## src/rtl/sxbr_pkg.sv

```systemverilog
// sxbr_pkg: shared types and constants for the 386SX bus responder.
package sxbr_pkg;

   localparam int unsigned ADDR_W = 23;
   localparam int unsigned DATA_W = 16;
   localparam int unsigned WS_W   = 4;
   localparam int unsigned WDOG_W = 16;
   localparam int unsigned ERR_W  = 8;

   // Data returned for unmapped reads and aborted cycles.
   localparam logic [DATA_W-1:0] DATA_FF = 16'hFFFF;

   typedef enum logic [1:0] {
      ST_IDLE = 2'b00,
      ST_ADDR = 2'b01,
      ST_WAIT = 2'b10,
      ST_DONE = 2'b11
   } state_e;

   // Backend region codes; the value is driven directly on mem_sel.
   typedef enum logic [1:0] {
      REG_RAM  = 2'b00,
      REG_ROM  = 2'b01,
      REG_IO   = 2'b10,
      REG_NONE = 2'b11
   } region_e;

   // Special cycle types that never reach the backend.
   typedef enum logic [1:0] {
      CYC_BUS  = 2'b00,
      CYC_INTA = 2'b01,
      CYC_HALT = 2'b10
   } cyc_e;

endpackage

```

## src/rtl/sxbr_decode.sv

```systemverilog
// sxbr_decode: combinational region / cycle-type decode of the latched bus status.
module sxbr_decode
   import sxbr_pkg::*;
#(
   parameter logic [23:0] RAM_TOP   = 24'h800000,
   parameter logic [23:0] ROM_BASE  = 24'hFE0000,
   parameter logic [23:0] ROM_ALIAS = 24'h0E0000
) (
   input  logic              mio,
   input  logic              dc,
   input  logic              wr,
   input  logic [ADDR_W-1:0] addr,
   output logic [1:0]        region_c,
   output logic [1:0]        cyc_c
);

   // 25-bit arithmetic so the alias end can reach 24'h1000000 without wrapping.
   localparam logic [24:0] ROM_SIZE  = 25'h1000000 - {1'b0, ROM_BASE};
   localparam logic [24:0] ALIAS_END = {1'b0, ROM_ALIAS} + ROM_SIZE;

   logic [24:0] baddr;
   logic        in_rom;

   assign baddr  = {1'b0, addr, 1'b0};
   assign in_rom = (baddr >= {1'b0, ROM_BASE}) ||
                   ((baddr >= {1'b0, ROM_ALIAS}) && (baddr < ALIAS_END));

   // Priority decode: INTA, HALT, IO, ROM (window or alias), RAM, unmapped.
   always_comb begin
      region_c = REG_NONE;
      cyc_c    = CYC_BUS;
      if (!mio && !dc && !wr) begin
         cyc_c = CYC_INTA;
      end else if (mio && !dc && wr) begin
         cyc_c = CYC_HALT;
      end else if (!mio) begin
         region_c = REG_IO;
      end else if (in_rom) begin
         region_c = REG_ROM;
      end else if (baddr < {1'b0, RAM_TOP}) begin
         region_c = REG_RAM;
      end
   end

endmodule

```

## src/rtl/sx_bus_responder.sv

```systemverilog
// sx_bus_responder: 386SX local-bus cycle responder driving a req/ack backend.
// Optional request watchdog enabled by defining SXBR_TIMEOUT_EN.
module sx_bus_responder
   import sxbr_pkg::*;
#(
   parameter logic [23:0] RAM_TOP     = 24'h800000,
   parameter logic [23:0] ROM_BASE    = 24'hFE0000,
   parameter logic [23:0] ROM_ALIAS   = 24'h0E0000,
   parameter int unsigned WS_RAM      = 1,
   parameter int unsigned WS_ROM      = 2,
   parameter int unsigned WS_IO       = 4,
   parameter logic [7:0]  INTA_VECTOR = 8'h08,
   parameter int unsigned TIMEOUT_CYC = 255
) (
   input  logic        clk,
   input  logic        reset_n,
   input  logic        ads_n,
   input  logic        mio,
   input  logic        dc,
   input  logic        wr,
   input  logic [1:0]  be_n,
   input  logic [22:0] addr,
   input  logic [15:0] cpu_din,
   output logic [15:0] cpu_dout,
   output logic        cpu_doe,
   output logic        ready_n,
   output logic        na_n,
   output logic        mem_req,
   output logic        mem_we,
   output logic [1:0]  mem_sel,
   output logic [22:0] mem_addr,
   output logic [1:0]  mem_be,
   output logic [15:0] mem_wdata,
   input  logic [15:0] mem_rdata,
   input  logic        mem_ack,
   output logic        bus_err,
   output logic [7:0]  err_cnt
);

`ifdef SXBR_TIMEOUT_EN
   localparam bit TO_EN = 1'b1;
`else
   localparam bit TO_EN = 1'b0;
`endif
   localparam logic [WDOG_W-1:0] TO_LAST = WDOG_W'(TIMEOUT_CYC - 1);

   state_e              state_q, state_d;
   logic [ADDR_W-1:0]   addr_q;
   logic                mio_q, dc_q, wr_q;
   logic [1:0]          be_q, sel_q;
   logic [DATA_W-1:0]   wdata_q, dout_q;
   logic [WS_W-1:0]     ws_q;
   logic                req_q, doe_q, ready_q;
   logic [WDOG_W-1:0]   wdog_q;
   logic                bus_err_q;
   logic [ERR_W-1:0]    err_cnt_q;

   logic [1:0]          dec_region_c, dec_cyc_c;
   logic [WS_W-1:0]     ws_load_c;
   logic                want_req_c;
   logic [1:0]          sel_c;
   logic [DATA_W-1:0]   preset_c;
   logic                timeout_c;

   sxbr_decode #(
      .RAM_TOP   (RAM_TOP),
      .ROM_BASE  (ROM_BASE),
      .ROM_ALIAS (ROM_ALIAS)
   ) u_decode (
      .mio      (mio_q),
      .dc       (dc_q),
      .wr       (wr_q),
      .addr     (addr_q),
      .region_c (dec_region_c),
      .cyc_c    (dec_cyc_c)
   );

   // Per-cycle plan used in ADDR: wait states, whether to request, preset read data.
   always_comb begin
      ws_load_c  = WS_W'(WS_IO);
      want_req_c = 1'b0;
      sel_c      = REG_NONE;
      preset_c   = DATA_FF;
      if (dec_cyc_c == CYC_INTA) begin
         ws_load_c = '0;
         preset_c  = {8'h00, INTA_VECTOR};
      end else if (dec_cyc_c == CYC_HALT) begin
         ws_load_c = '0;
      end else begin
         case (dec_region_c)
            REG_RAM: begin
               ws_load_c  = WS_W'(WS_RAM);
               want_req_c = 1'b1;
               sel_c      = REG_RAM;
            end
            REG_ROM: begin
               // ROM writes are not forwarded and finish like unmapped cycles.
               if (!wr_q) begin
                  ws_load_c  = WS_W'(WS_ROM);
                  want_req_c = 1'b1;
                  sel_c      = REG_ROM;
               end
            end
            REG_IO: begin
               ws_load_c  = WS_W'(WS_IO);
               want_req_c = 1'b1;
               sel_c      = REG_IO;
            end
            default: ;
         endcase
      end
   end

   // Watchdog fires on the last allowed WAIT clock of an unacked request.
   assign timeout_c = TO_EN && (state_q == ST_WAIT) && req_q && !mem_ack &&
                      (wdog_q == TO_LAST);

   // FSM state register.
   always_ff @(posedge clk or negedge reset_n) begin
      if (!reset_n) state_q <= ST_IDLE;
      else          state_q <= state_d;
   end

   // FSM next-state logic.
   always_comb begin
      state_d = state_q;
      case (state_q)
         ST_IDLE: if (!ads_n) state_d = ST_ADDR;
         ST_ADDR: state_d = ST_WAIT;
         ST_WAIT: begin
            if (timeout_c || ((ws_q == '0) && (!req_q || mem_ack))) state_d = ST_DONE;
         end
         ST_DONE: state_d = ST_IDLE;
         default: state_d = ST_IDLE;
      endcase
   end

   // Address/status latches, backend handshake, read data and CPU strobes.
   always_ff @(posedge clk or negedge reset_n) begin
      if (!reset_n) begin
         addr_q  <= '0;
         mio_q   <= 1'b0;
         dc_q    <= 1'b0;
         wr_q    <= 1'b0;
         be_q    <= '0;
         sel_q   <= '0;
         wdata_q <= '0;
         dout_q  <= '0;
         ws_q    <= '0;
         req_q   <= 1'b0;
         doe_q   <= 1'b0;
         ready_q <= 1'b1;
      end else begin
         ready_q <= (state_d != ST_DONE);
         case (state_q)
            ST_IDLE: begin
               if (!ads_n) begin
                  addr_q <= addr;
                  mio_q  <= mio;
                  dc_q   <= dc;
                  wr_q   <= wr;
                  be_q   <= ~be_n;
                  doe_q  <= ~wr;
               end
            end
            ST_ADDR: begin
               if (wr_q) wdata_q <= cpu_din;
               ws_q   <= ws_load_c;
               req_q  <= want_req_c;
               sel_q  <= sel_c;
               dout_q <= preset_c;
            end
            ST_WAIT: begin
               if (ws_q != '0) ws_q <= ws_q - WS_W'(1);
               if (req_q && mem_ack) begin
                  req_q  <= 1'b0;
                  dout_q <= mem_rdata;
               end else if (timeout_c) begin
                  req_q  <= 1'b0;
                  dout_q <= DATA_FF;
               end
            end
            ST_DONE: doe_q <= 1'b0;
            default: ;
         endcase
      end
   end

   // Watchdog counter, abort pulse and saturating abort count; idle when disabled.
   always_ff @(posedge clk or negedge reset_n) begin
      if (!reset_n) begin
         wdog_q    <= '0;
         bus_err_q <= 1'b0;
         err_cnt_q <= '0;
      end else begin
         bus_err_q <= timeout_c;
         if (timeout_c && (err_cnt_q != '1)) err_cnt_q <= err_cnt_q + ERR_W'(1);
         if (TO_EN && (state_q == ST_WAIT) && req_q) wdog_q <= wdog_q + WDOG_W'(1);
         else                                         wdog_q <= '0;
      end
   end

   assign cpu_dout  = dout_q;
   assign cpu_doe   = doe_q;
   assign ready_n   = ready_q;
   assign na_n      = 1'b1;
   assign mem_req   = req_q;
   assign mem_we    = wr_q;
   assign mem_sel   = sel_q;
   assign mem_addr  = addr_q;
   assign mem_be    = be_q;
   assign mem_wdata = wdata_q;
   assign bus_err   = bus_err_q;
   assign err_cnt   = err_cnt_q;

endmodule

```

## config.mk

```make
export PLATFORM = sky130hd
export DESIGN_NAME = sx_bus_responder
export DESIGN_NICKNAME = d
export VERILOG_FILES = /design/src/rtl/sxbr_pkg.sv /design/src/rtl/sxbr_decode.sv /design/src/rtl/sx_bus_responder.sv
export SDC_FILE = /design/constraint.sdc
export NUM_CORES = 1
export LEC_CHECK = 0
export BUFFER_PORTS_ARGS = -buffer_cell sky130_fd_sc_hd__buf_2
export CORE_MARGIN = 1
export CORE_UTILIZATION = 45
export DETAILED_ROUTE_END_ITERATION = 16
export GPL_TIMING_DRIVEN = 0
export PLACE_DENSITY_LB_ADDON = 0.2
export SYNTH_ARGS = -nofsm -noshare
export SYNTH_HDL_FRONTEND = slang
export SYNTH_HIERARCHICAL = 1
export SYNTH_SLANG_ARGS = --single-unit
```

## constraint.sdc

```tcl
create_clock -name clk -period 2.9 [get_ports clk]
set_input_delay 0.145 -clock clk [delete_from_list [all_inputs] [get_ports clk]]
set_output_delay 0.145 -clock clk [all_outputs]
set_load 0.02 [all_outputs]
```

Word level (Yosys, flattened, before mapping)
Cells that the tools add are included.
{"block": "word_totals", "reg_bits": 71, "out_inout_bits": 73, "in_bits": 64, "elab_cells": 88}
{"block": "classes", "magnitude_cmp": 4, "n_eq_ne": 11, "bitwise": 3, "muxes": 31, "n_reduce_logical": 25, "n_addsub": 1}
{"operator": "two-way mux 16 bit", "n": 2}
{"operator": "one-hot mux 16 bit (2 select lines)", "n": 1}
{"operator": "greater-or-equal comparator 24 x 20 -> 1 bit, second input constant", "n": 1}
{"operator": "greater-or-equal comparator 24 bit, second input constant", "n": 1}
{"operator": "< comparator 24 x 21 -> 1 bit, second input constant", "n": 1}
{"operator": "< comparator 24 bit, second input constant", "n": 1}
{"operator": "two-way mux 2 bit", "n": 12}
{"operator": "AND reduction 2 bit", "n": 5}
{"operator": "== test 2 bit, second input constant", "n": 4}
{"operator": "two-way mux 4 bit", "n": 2}
{"operator": "!= test 2 bit, second input constant", "n": 4}
{"operator": "one-hot mux 2 bit (4 select lines)", "n": 1}
{"operator": "one-hot mux 4 bit (2 select lines)", "n": 1}
{"operator": "logical AND 1 bit", "n": 7}
{"operator": "== test 2 x 1 -> 1 bit, second input constant", "n": 3}
{"operator": "two-way mux 3 bit", "n": 2}
{"operator": "one-hot mux 1 bit (2 select lines)", "n": 3}
{"operator": "one-hot mux 2 bit (3 select lines)", "n": 1}
{"operator": "one-hot mux 3 bit (2 select lines)", "n": 1}
{"operator": "two-way mux 1 bit", "n": 5}
{"operator": "logical NOT 1 bit", "n": 4}
{"operator": "logical NOT 2 bit", "n": 2}
{"operator": "logical NOT 4 bit", "n": 1}
{"operator": "nonzero test 2 bit", "n": 2}
{"operator": "6 further kinds", "n": 8}

Longest topological paths before layout
Gate-level depths: netlist of the first run.
{"block": "logic_depth", "ltp_word": 13, "mapped_depth": 9, "depth_no_buf": 6}

Hierarchy
Netlist of the first run, hierarchy kept.
{"mod": "sx_bus_responder", "area_per_inst_um2": 3181.8, "cells_per_inst": 307, "n_inst": 1, "seq_area_each_um2": 1778.0}
{"mod": "sxbr_decode", "area_per_inst_um2": 78.8, "cells_per_inst": 13, "n_inst": 1, "seq_area_each_um2": 0.0}

Worst setup path after synthesis of the first run
OpenSTA, ideal clock, no wires.
{"block": "synth_timing", "path_kind": "reg-to-reg", "from": "register addr_q[16], in the netlist mem_addr[16]", "to": "register ws_q[1]", "arrival_ns": 1.778, "period_less_slack_ns": 1.842, "n_path_buf": 0, "setup_time_ns": 0.065, "required_time_ns": 2.835, "setup_slack_ns": 1.058, "stages_incl_launch_ff": 7, "cell_sequence": "dfrtp_1 nand3_1 nor4b_2 a211o_1 or3b_2 o32ai_1 mux2_2"}
{"block": "synth_via", "elab_chain_len": 12, "elab_cells_between_ends": 17, "classes_between": "order compare (4); eq/ne (1); mux (9); reduce/logical (3)"}
{"element": "start: declaration", "line": "sx_bus_responder.sv:48", "text": "logic [ADDR_W-1:0] addr_q;"}
{"element": "start signal: assignment", "line": "sx_bus_responder.sv:158", "text": "addr_q <= addr;"}
{"element": "greater-or-equal comparator 24 x 20 -> 1 bit / < comparator 24 x 21 -> 1 bit (equally long branches)", "line": "sxbr_decode.sv:26", "text": "((baddr >= {1'b0, ROM_ALIAS}) && (baddr < ALIAS_END));"}
{"element": "logical AND 1 bit", "line": "sxbr_decode.sv:26"}
{"element": "logical OR 1 bit", "line": "sxbr_decode.sv:25", "text": "assign in_rom = (baddr >= {1'b0, ROM_BASE}) ||"}
{"element": "two-way mux 2 bit *", "line": "sxbr_decode.sv:38", "text": "end else if (in_rom) begin"}
{"element": "two-way mux 2 bit *", "line": "sxbr_decode.sv:36", "text": "end else if (!mio) begin"}
{"element": "two-way mux 2 bit *", "line": "sxbr_decode.sv:34", "text": "end else if (mio && !dc && wr) begin"}
{"element": "two-way mux 2 bit *", "line": "sxbr_decode.sv:32", "text": "if (!mio && !dc && !wr) begin"}
{"element": "net dec_region_c[0]", "line": "sx_bus_responder.sv:58", "text": "logic [1:0] dec_region_c, dec_cyc_c;"}
{"element": "== test 2 x 1 -> 1 bit / logical NOT 2 bit (equally long branches)", "line": "sx_bus_responder.sv:90", "text": "case (dec_region_c)"}
{"element": "one-hot mux 3 bit (2 select lines) *", "line": "sx_bus_responder.sv:90"}
{"element": "two-way mux 3 bit *", "line": "sx_bus_responder.sv:87", "text": "end else if (dec_cyc_c == CYC_HALT) begin"}
{"element": "two-way mux 4 bit *", "line": "sx_bus_responder.sv:84", "text": "if (dec_cyc_c == CYC_INTA) begin"}
{"element": "one-hot mux 4 bit (2 select lines) *", "line": "sx_bus_responder.sv:155", "text": "case (state_q)"}
{"element": "end signal: assignment", "line": "sx_bus_responder.sv:168", "text": "ws_q <= ws_load_c;"}
{"element": "end signal: assignment", "line": "sx_bus_responder.sv:174", "text": "if (ws_q != '0) ws_q <= ws_q - WS_W'(1);"}
{"element": "end: declaration", "line": "sx_bus_responder.sv:52", "text": "logic [WS_W-1:0] ws_q;"}
The timed path passes the listed nets; every way through them passes the cells marked *.
A chain may end at the register's enable or synchronous reset.

Worst setup path in the final report of the first run
{"block": "layout_timing", "from": "register mio_q", "to": "register ws_q[1]"}
{"block": "layout_via", "elab_chain_len": 9, "elab_cells_between_ends": 18, "classes_between": "eq/ne (3); mux (9); reduce/logical (6)"}
{"element": "start: declaration", "line": "sx_bus_responder.sv:49", "text": "logic mio_q, dc_q, wr_q;"}
{"element": "start signal: assignment", "line": "sx_bus_responder.sv:159", "text": "mio_q <= mio;"}
{"element": "logical AND 1 bit / logical NOT 1 bit (equally long branches)", "line": "sxbr_decode.sv:34, sxbr_decode.sv:32"}
{"element": "logical AND 1 bit, on equally long branches", "line": "sxbr_decode.sv:34, sxbr_decode.sv:32"}
{"element": "two-way mux 2 bit / logical AND 1 bit (equally long branches)", "line": "sxbr_decode.sv:34, sxbr_decode.sv:32"}
{"element": "two-way mux 2 bit *", "line": "sxbr_decode.sv:32"}
{"element": "net dec_region_c[0]", "line": "sx_bus_responder.sv:58"}
{"element": "== test 2 x 1 -> 1 bit / logical NOT 2 bit (equally long branches)", "line": "sx_bus_responder.sv:90"}
{"element": "one-hot mux 3 bit (2 select lines) *", "line": "sx_bus_responder.sv:90"}
{"element": "two-way mux 3 bit *", "line": "sx_bus_responder.sv:87"}
{"element": "two-way mux 4 bit *", "line": "sx_bus_responder.sv:84"}
{"element": "one-hot mux 4 bit (2 select lines) *", "line": "sx_bus_responder.sv:155"}
Marked as above.

==> flow_metrics.py, run 1 <==
metrics = {
    "sta": {
        "fmax_mhz": 511,
        "tns_ps": 0,
        "fin_skew_ps": 7.49,
        "whs_ps": 18.8,
        "fin_ws_ps": 945,
        "relSlewSlack_pct": 41.0,
        "period_minus_slack_ps": 1960,
        "slew_viol_final": 0,
        "hold_violations": 0,
        "setup_viol": 0,
        "fin_crit_sh_pct": 67.4,
        "rsz0062_at_grt": "no",
        "worst_pin_slew_ps": 885,
    },
    "clock_network": {
        "cts_sinks": 71,
        "cts_inserted_buffers": 9,
        "cts_root_buf": "clkbuf_8",
        "cts_resized": 0,
        "tritoncts": "yes",
        "ctsHtreeMaxLevel": 3,
        "cts_buffer_depth": 2,
        "clk_pin_slew_worst_paths_ps": 70,
        "clkLatencyLatePin_ps": 340,
    },
    "pwr": {
        "peakVddDrop_v": 0.000531,
        "power_density_nw_per_um2": 1150,
        "power_mw": 5.19,
        "p_leak_nw": 2.26,
    },
    "hold_path": {
        "min_path_type": "primary input to flop",
        "whs_path_depth": 3,
        "hold_end": "mem_addr[22]",
        "hold_start": "addr[22]",
    },
    "grt": {
        "grt_first_pass_wirelength_mm": 12.3,
        "overflow": 0,
        "antenna_found_initial": 0,
        "grt_pass1_vias": 2760,
        "grtUsageTotal_pct": 20.9,
        "grt_max_degree": 72,
    },
    "yosys": {
        "yosysSeqAreaShare_pct": 54.5,
        "netlist_instances": 320,
        "synth-async-reset-ratio_pct": 100,
        "ys_types": 44,
        "synth_edf_count": 0,
        "ys_seq_elements": 71,
        "syn_area_per_cell_um2": 10.2,
        "yosys_warnings": 6,
        "syn_area_um2": 3260,
        "yosys_most_used_dff": "dfrtp_1",
    },
    "worst_setup_path": {
        "cp_slowest_cell": "or3b_2",
        "path_buf_inv": 1,
        "path_class": "flop to flop",
        "cp-start-kind": "flop",
        "cp_slowest_stage_delay_ps": 460,
        "cp_max_fo": 6,
        "cp_cell_sequence": "inv_1, nor4b_2, a211o_1, or3b_2, o32ai_1, mux2_2",
        "reg2reg_from": "mio_q",
        "rr_worst_depth": 6,
        "r2r_slack_ps": 940,
        "arrival_ps": 2230,
        "r2r_end": "ws_q[1]",
        "path_delay_family": "simple AND/OR/NAND/NOR gates",
        "end_kind": "flop",
        "worstPathRequired_ps": 3180,
    },
    "placed_design": {
        "place_ws_ps": 979,
        "port_buffers": 126,
        "dp_hpwl_mm": 4.91,
        "gp_congestion": 0.776,
    },
    "routing": {
        "drt-met1-wl_mm": 3.19,
        "remaining_drc_errors": 0,
        "drtAntennaViolNets": 0,
        "routed_via_density": 4.77,
        "routed-wl-met3_um": 470,
        "totalWireLength_mm": 7.48,
        "vias": 2831,
        "drt_iter0_drc": 67,
        "top_layer_used": "met4",
        "wire_per_inst_um": 12.6,
        "firstDrtPassIters": 4,
        "dr_wl_met2_mm": 3.74,
    },
    "floorplan": {
        "rows": 30,
        "coreArea_um2": 6910,
        "fp.dieW_um": 87.1,
        "initial_core_util_pct": 47.2,
        "fp.dieArea_um2": 7590,
        "die_h_um": 87.1,
        "num_io_pins": 137,
    },
    "final_layout": {
        "antenna_cells": 0,
        "layout.nets": 561,
        "final_util_pct": 65.5,
        "post_route_cells_drive_above_1_share_pct": 38.8,
        "n_fill_cell": 618,
        "area_delta_synth_final_pct": 38.8,
    },
    "run_status": {
        "status": "finished, final reports clean",
    },
    "flow_run": {
        "max-cap-violations": 0,
    },
}
## where the power goes
group          internal, mW  switching [mW]
clock                 0.481           0.369
combinational          1.02            1.56
sequential             1.47           0.288
total                  2.97            2.22
## stage by stage
stage | instance area (µm²) | std cells
5_1_grt | 4530 | 593
4_1_cts | 4530 | 593
3_5_place_dp | 4040 | 550
6_report | 4530 | 593
3_3_place_gp | 4040 | 550
2_1_floorplan | 3290 | 328
## cell families (layout without fill, tap and decap cells)
kind of cell             after synthesis  in the layout  share of synthesized area (%)
AO/OA/AOI/OAI                         42             42                           10.8
multiplexers                          18             18                           6.18
buffers and inverters                 39            208                           7.06
adder cells (fa/ha/maj)                5              5                           1.92
flip-flops                            71             71                           54.5
AND/OR/NAND/NOR                      141            141                           18.7
XOR/XNOR                               2              2                          0.537
other                                  2             10                          0.230
## layer usage
| metal | vias up | GRT usage, % |
|---|---|---|
| met2 | 97 | 36.4 |
| met1 | 1336 | 25.4 |
| met3 | 7 | 4.36 |
| met5 | - | 0 |
| li1 | 1391 | - |
| met4 | 0 | 8.49 |
## worst max-delay path by stage
stage	startpoint	end	slack (ps)	cells after the start
after floorplan	mem_addr[16]	ws_q[1]	1060	6
after global placement	mio_q	ws_q[1]	980	6
after detailed placement	mio_q	ws_q[1]	980	6
after CTS	mio_q	ws_q[1]	940	6
after global routing	mio_q	ws_q[1]	760	6
final	mio_q	ws_q[1]	940	6
## cells in the mapped netlist, types with 4 or more instances
cell	instances	area share [%]
buf_2	6	0.92
dfrtp_1	70	54
nand2_1	98	11
o21ai_0	7	1.1
inv_1	11	1.3
mux2_2	17	5.9
a31oi_2	9	3.5
a31oi_1	5	0.96
nor3_1	17	2.6
nor2_1	8	0.92
buf_4	10	2.3
ha_1	5	1.9
clkbuf_1	8	0.92
nand3_1	4	0.61
## worst reg2reg max path, cell delays in order, from the launching register on
cell and delay, ps:
dfrtp_1 440, inv_1 100, nor4b_2 260, a211o_1 220, or3b_2 460, o32ai_1 230, mux2_2 190
## area by class of cell
cell class              count  area [µm²]  area share (%)
well taps                  96         120            2.65
plain buffers              28         189            4.17
inverters                  11        41.3           0.912
flip-flops and latches     71        1780            39.3
multi-input cells         218        1280            28.3
repair buffers            153         903            20.0
clock buffers              10         128            2.82
clock inverters             6        85.1            1.88
## registers in the layout, summed over array words and instances, names as in the netlist
signal and count:
mio_q 1, mem_sel 2, ws_q 4, ready_n 1, cpu_doe 1, mem_be 2
state_q 2, mem_addr 23, mem_wdata 16, dc_q 1, cpu_dout 16, mem_we 1
mem_req 1
## cells in the final DEF (no fill, tap or decap), types with 2 or more instances in the layout
cell type,count
a2bb2oi_1,3
nand3_1,4
a31oi_1,5
nand2_1,98
o21ai_0,7
dfrtp_1,70
ha_1,5
buf_2,131
nor2b_1,2
a21o_1,2
a21oi_1,3
o21a_1,2
inv_1,11
a31oi_2,9
nor2_1,8
buf_4,11
nand2b_1,3
conb_1,10
nor3_1,17
o32ai_1,2
clkinvlp_4,2
buf_6,3
bufinv_16,2
mux2_2,17
o31ai_1,2
xor2_1,2
clkbuf_8,9
dlygate4sd3_1,27
clkbuf_1,9
clkinv_2,2
## timing repair
action,in CTS,in global routing
setup buffers,0,0
endpoints found under the hold margin,96,0
hold buffers,27,0
endpoints found under the setup margin,0,0
No activity file was read; power rests on OpenSTA's default activity.
==> run 2, diff against run 1 <==
--- a/config.mk
+++ b/config.mk
@@ -5,9 +5,10 @@
 export SDC_FILE = /design/constraint.sdc
 export NUM_CORES = 1
 export LEC_CHECK = 0
+export ABC_AREA = 1
 export BUFFER_PORTS_ARGS = -buffer_cell sky130_fd_sc_hd__buf_2
 export CORE_MARGIN = 1
-export CORE_UTILIZATION = 45
+export CORE_UTILIZATION = 43
 export DETAILED_ROUTE_END_ITERATION = 16
 export GPL_TIMING_DRIVEN = 0
 export PLACE_DENSITY_LB_ADDON = 0.2
==> constraint.sdc (replaced) <==
create_clock -name clk -period 1.6 [get_ports clk]
set_input_delay 0.08 -clock clk [delete_from_list [all_inputs] [get_ports clk]]
set_output_delay 0.08 -clock clk [all_outputs]
set_load 0.02 [all_outputs]
==> flow_metrics.py, run 2 <==
metrics = {
    "sta": {
        "setup_viol": 0,
        "fin_ws_ps": 112,
        "rsz0062_at_grt": "yes",
        "whs_ps": 22.2,
        "hold_violations": 0,
        "slew_viol_final": 0,
        "period_minus_slack_ps": 1490,
        "fmax_mhz": 672,
        "fin_skew_ps": 4.82,
        "fin_crit_sh_pct": 93.0,
    },
    "routing": {
        "drt_iter0_drc": 85,
        "wire_per_inst_um": 11.9,
        "firstDrtPassIters": 4,
        "remaining_drc_errors": 0,
        "drtAntennaViolNets": 0,
        "routed_via_density": 4.48,
        "totalWireLength_mm": 7.67,
        "vias": 2884,
    },
    "yosys": {
        "synth.top_cell.area_share_pct": 54.3,
        "yosysTopAreaCell": "dfrtp_1",
        "synthTopCellsByArea": "dfrtp_1 54%, nand2_1 15%, mux2_4 4.7%, o21ai_1 2.8%, buf_4 2.8%",
        "synth_common_cells": "127 x nand2_1, 70 x dfrtp_1, 22 x inv_1",
        "synth-async-reset-ratio_pct": 100,
        "ys_seq_elements": 71,
        "syn_area_um2": 3230,
        "yosys_most_used_dff": "dfrtp_1",
        "synth_edf_count": 0,
        "synth_most_common_cell": "nand2_1",
        "syn_area_per_cell_um2": 9.35,
        "netlist_instances": 345,
        "yosys_warnings": 6,
        "yosysSeqAreaShare_pct": 55.1,
        "ys_types": 29,
    },
    "worst_setup_path": {
        "path_class": "flop to flop",
        "cp_max_fo": 10,
        "arrival_ps": 1700,
        "worstPathRequired_ps": 1810,
        "end_kind": "flop",
        "cp-start-kind": "flop",
    },
    "floorplan": {
        "fp.dieArea_um2": 7850,
        "fp.dieW_um": 88.6,
        "num_io_pins": 137,
        "rows": 31,
        "coreArea_um2": 7250,
        "die_h_um": 88.6,
        "initial_core_util_pct": 44.5,
    },
    "pwr": {
        "power_density_nw_per_um2": 1990,
        "p_leak_nw": 2.60,
        "peakVddDrop_v": 0.000966,
    },
    "final_layout": {
        "largest_reg_flops": 23,
        "n_fill_cell": 601,
        "final_cell_area_um2": 4700,
        "layout.nets": 611,
        "mostFrequentLayoutCell": "buf_2",
        "area_delta_synth_final_pct": 45.6,
        "post_route_cells_drive_above_1_share_pct": 36.7,
        "final_cell_mix": "132 x buf_2, 127 x nand2_1, 69 x dfrtp_1, 46 x dlygate4sd3_1, 21 x inv_1",
        "antenna_cells": 0,
        "final_util_pct": 64.7,
    },
    "placed_design": {
        "place_ws_ps": 41.2,
        "dp_hpwl_mm": 4.93,
        "placed_area_um2": 4040,
        "port_buffers": 126,
        "gp_congestion": 0.760,
    },
    "grt": {
        "antenna_found_initial": 0,
        "grt_max_degree": 72,
        "grt_pass1_vias": 2789,
        "grt_busiest_layer": "met2",
        "grt_first_pass_wirelength_mm": 12.4,
        "grtUsageTotal_pct": 20.6,
        "use_met3_pct": 6.44,
        "use_met1_pct": 24.3,
        "overflow": 0,
        "grt.met2_usage_pct": 35.2,
    },
    "clock_network": {
        "cts_buffer_depth": 2,
        "cts_root_buf": "clkbuf_8",
        "ctsHtreeMaxLevel": 3,
        "cts_inserted_buffers": 9,
        "tritoncts": "yes",
        "cts_sinks": 71,
        "clk_pin_slew_worst_paths_ps": 70,
        "clkLatencyLatePin_ps": 330,
    },
    "run_status": {
        "status": "finished, final reports clean",
    },
    "hold_path": {
        "min_path_type": "primary input to flop",
    },
    "flow_run": {
        "max-cap-violations": 0,
    },
}
## run 2: cell count changes after synthesis, sizes merged, moves of 3 or more
cell,before,now
nor3,17,2
nand3,4,11
a2bb2oi,3,0
a21oi,3,18
a31oi,15,0
o21ai,8,26
nand2b,3,0
nand2,98,130
clkbuf,8,0
inv,11,26
## run 2: path summary, 6_finish.rpt
check | startpoint | endpoint | slack [ps] | depth (start not counted)
max | state_q[1] | cpu_doe | 110 | 8
max reg2reg | state_q[1] | cpu_doe | 110 | 8
min in group asynchronous | reset_n | cpu_dout[2] | 290 | 3
min reg2reg | mem_addr[12] | mem_addr[12] | 470 | 2
max in group asynchronous | reset_n | ready_n | 970 | 3
min | mem_rdata[6] | cpu_dout[6] | 20 | 3
## run 2: kinds of logic (layout without fill, tap and decap cells)
kind of cell	Yosys count	after routing	synth area share, %
adders and majority gates	5	5	1.94
AOI/OAI and AO/OA	48	48	8.26
xor gates and xnor gates	1	1	0.272
and+or+nand+nor	154	154	19.5
other	2	10	0.233
muxes	16	16	6.75
buffers and inverters	48	240	7.95
DFF	71	71	55.1
## run 2: report_power, final
| group | switching, mW | internal, mW | total (mW) |
|---|---|---|---|
| combinational | 3.03 | 1.96 | 4.98 |
| clock | 0.610 | 0.533 | 1.14 |
| sequential | 0.524 | 2.69 | 3.21 |
## run 2: per-layer routing
layer	vias up	part of all wire, %
met1	1318	43
met3	6	6.4
met5	-	0
li1	1463	-
met4	0	0.72
met2	97	49
## run 2: metrics by stage
stage                     setup TNS (ps)  power [mW]  std cells
after floorplan                        0        6.57        353
after global placement                 0        7.90        578
after detailed placement               0        8.03        579
after CTS                              0        9.31        639
after global routing               -29.2        10.1        644
final                                  0        9.34        644
## run 2: what timing repair did
item	in CTS	in global routing
setup endpoints to repair	0	46
hold buffers	46	0
buffers inserted	0	5
endpoints found under the hold margin	116	0
gates resized for setup	0	4
## run 2: final cells by class
| class | count | area [µm²] | share of cell area (%) |
|---|---|---|---|
| multi-input cells | 234 | 1230 | 26.1 |
| clock inverters | 5 | 27.5 | 0.586 |
| plain buffers | 22 | 159 | 3.38 |
| repair buffers | 178 | 1160 | 24.7 |
| clock buffers | 9 | 124 | 2.64 |
| inverters | 26 | 97.6 | 2.08 |
| flip-flops and latches | 71 | 1780 | 37.9 |
| well taps | 99 | 124 | 2.64 |
## run 2: critical path, cell delays in order (launching register included)
cell and delay (ps):
dfrtp_1 400, inv_1 100, ha_2 220, inv_2 80, nor2_8 150, inv_2 80, buf_2 190, nand3_1 80
o31ai_1 70
==> run 3, diff against run 2 <==
--- a/config.mk
+++ b/config.mk
@@ -11,7 +11,7 @@
 export CORE_UTILIZATION = 43
 export DETAILED_ROUTE_END_ITERATION = 16
 export GPL_TIMING_DRIVEN = 0
-export PLACE_DENSITY_LB_ADDON = 0.2
+export PLACE_DENSITY = 0.76
 export SYNTH_ARGS = -nofsm -noshare
 export SYNTH_HDL_FRONTEND = slang
 export SYNTH_HIERARCHICAL = 1
==> flow_metrics.py, run 3 (synthesis gave the netlist of run 2 again) <==
metrics = {
    "run_status": {
        "status": "finished, final reports clean",
    },
    "sta": {
        "relSlewSlack_pct": 40.9,
        "hold_violations": 0,
        "fin_crit_sh_pct": 95.2,
        "fmax_mhz": 657,
        "tns_ps": 0,
        "worst_pin_slew_ps": 887,
        "fin_skew_ps": 8.36,
        "slew_viol_final": 0,
        "rsz0062_at_grt": "yes",
        "period_minus_slack_ps": 1520,
        "setup_viol": 0,
    },
    "worst_setup_path": {
        "cp-start-kind": "flop",
        "reg2reg_from": "state_q[0]",
        "arrival_ps": 1740,
        "r2r_slack_ps": 80,
        "rr_worst_depth": 8,
        "worstPathRequired_ps": 1820,
        "path_class": "flop to flop",
        "end_kind": "flop",
        "cp_max_fo": 10,
        "r2r_end": "mem_addr[13]",
    },
    "routing": {
        "firstDrtPassIters": 4,
        "drtAntennaViolNets": 0,
        "routed-wl-met3_um": 524,
        "wire_per_inst_um": 12.2,
        "dr_wl_met2_mm": 3.80,
        "vias": 2989,
        "routed_via_density": 4.64,
        "drt-met1-wl_mm": 3.43,
        "drt_iter0_drc": 104,
        "remaining_drc_errors": 0,
        "top_layer_used": "met4",
        "totalWireLength_mm": 7.85,
    },
    "clock_network": {
        "clkLatencyLatePin_ps": 330,
        "clk_pin_slew_worst_paths_ps": 70,
        "cts_inserted_buffers": 9,
        "cts_sinks": 71,
        "tritoncts": "yes",
        "cts_root_buf": "clkbuf_8",
        "cts_buffer_depth": 2,
        "ctsHtreeMaxLevel": 3,
    },
    "floorplan": {
        "initial_core_util_pct": 44.5,
        "fp.dieW_um": 88.6,
        "num_io_pins": 137,
        "fp.dieArea_um2": 7850,
        "rows": 31,
        "coreArea_um2": 7250,
        "die_h_um": 88.6,
    },
    "final_layout": {
        "post_route_cells_drive_above_1_share_pct": 36.5,
        "stdcell_count": 644,
        "n_fill_cell": 597,
        "area_delta_synth_final_pct": 47.3,
        "final_cell_mix": "129 x buf_2, 127 x nand2_1, 69 x dfrtp_1, 46 x dlygate4sd3_1, 22 x inv_1",
        "largest_reg_flops": 23,
        "mostFrequentLayoutCell": "buf_2",
        "layout.nets": 609,
        "final_cell_area_um2": 4750,
        "antenna_cells": 0,
    },
    "pwr": {
        "p_leak_nw": 2.62,
        "power_density_nw_per_um2": 2070,
        "power_mw": 9.86,
        "peakVddDrop_v": 0.00102,
    },
    "hold_path": {
        "hold_start": "mem_rdata[12]",
        "hold_end": "cpu_dout[12]",
        "min_path_type": "primary input to flop",
        "whs_path_depth": 3,
    },
    "flow_run": {
        "max-cap-violations": 0,
    },
    "grt": {
        "overflow": 0,
        "grt_first_pass_wirelength_mm": 11.9,
        "grtUsageTotal_pct": 19.8,
        "grt_max_degree": 72,
        "antenna_found_initial": 0,
        "grt_pass1_vias": 2758,
    },
    "placed_design": {
        "port_buffers": 126,
        "dp_hpwl_mm": 4.96,
        "placed_area_um2": 4010,
        "dp.cells": 578,
        "gp_congestion": 0.778,
    },
}
-- run 3: cell count changes in the layout (fill, tap and decap cells not counted), sizes merged --
cell	before	now
bufinv	0	2
clkbuf	9	13
clkinvlp	1	2
buf	154	150
clkinv	4	1
-- run 3: worst max-delay path, cell delays in order (launching register included) --
cell      delay [ps]
dfrtp_1          430
inv_1            110
ha_2             220
inv_2             80
nor2_8           160
inv_2            100
clkbuf_4         190
nand2_1           60
nand2_1           60
-- run 3: report_power, final --
group / leakage (nW) / internal, mW / switching, mW
registers: 0.861 / 2.69 / 0.530
clock network: 0.112 / 0.960 / 0.652
logic: 1.65 / 1.97 / 3.06
total: 2.62 / 5.61 / 4.24
-- run 3: routing by layer --
layer / track usage, % / up-vias
li1: - / 1468
met1: 23.9 / 1386
met2: 35.0 / 123
met3: 4.01 / 12
met4: 7.48 / 0
met5: 0 / -
-- run 3: area by class of cell --
type	instances	area (µm²)	area share (%)
Sequential cell	71	1780	37.5
Multi-Input combinational cell	234	1230	25.8
Timing Repair Buffer	176	1120	23.7
Buffer	22	166	3.50
Clock buffer	11	151	3.19
Tap cell	99	124	2.61
Inverter	26	100	2.11
Clock inverter	5	80.1	1.69
-- run 3: how the worst max path moves through the flow --
stage / start / to / depth (start not counted)
final: state_q[0] / mem_addr[13] / 8
after global routing: state_q[0] / mem_addr[13] / 8
after CTS: state_q[0] / cpu_doe / 8
after detailed placement: state_q[0] / cpu_dout[13] / 7
after global placement: reset_n / mem_addr[0] / 1
after floorplan: mem_we / cpu_dout[10] / 7
-- run 3: metrics by stage --
stage / worst slack [ps] / hold WS (ps) / utilization, %
floorplan: 173 / -216 / -
global placement: 80.9 / 259 / 55.3
detailed placement: 13.1 / 261 / 55.3
CTS: 24.1 / 2.90 / 65.0
global route: -13.3 / 12.6 / 65.5
finish: 77.2 / 21.1 / 65.5
-- run 3: timing repair --
item / CTS / global route
setup buffers: 1 / 3
gates cloned: 0 / 0
setup endpoints to repair: 1 / 47
hold buffers: 46 / 0
resized for setup: 0 / 9
pin swaps: 0 / 1
hold endpoints to repair: 116 / 0
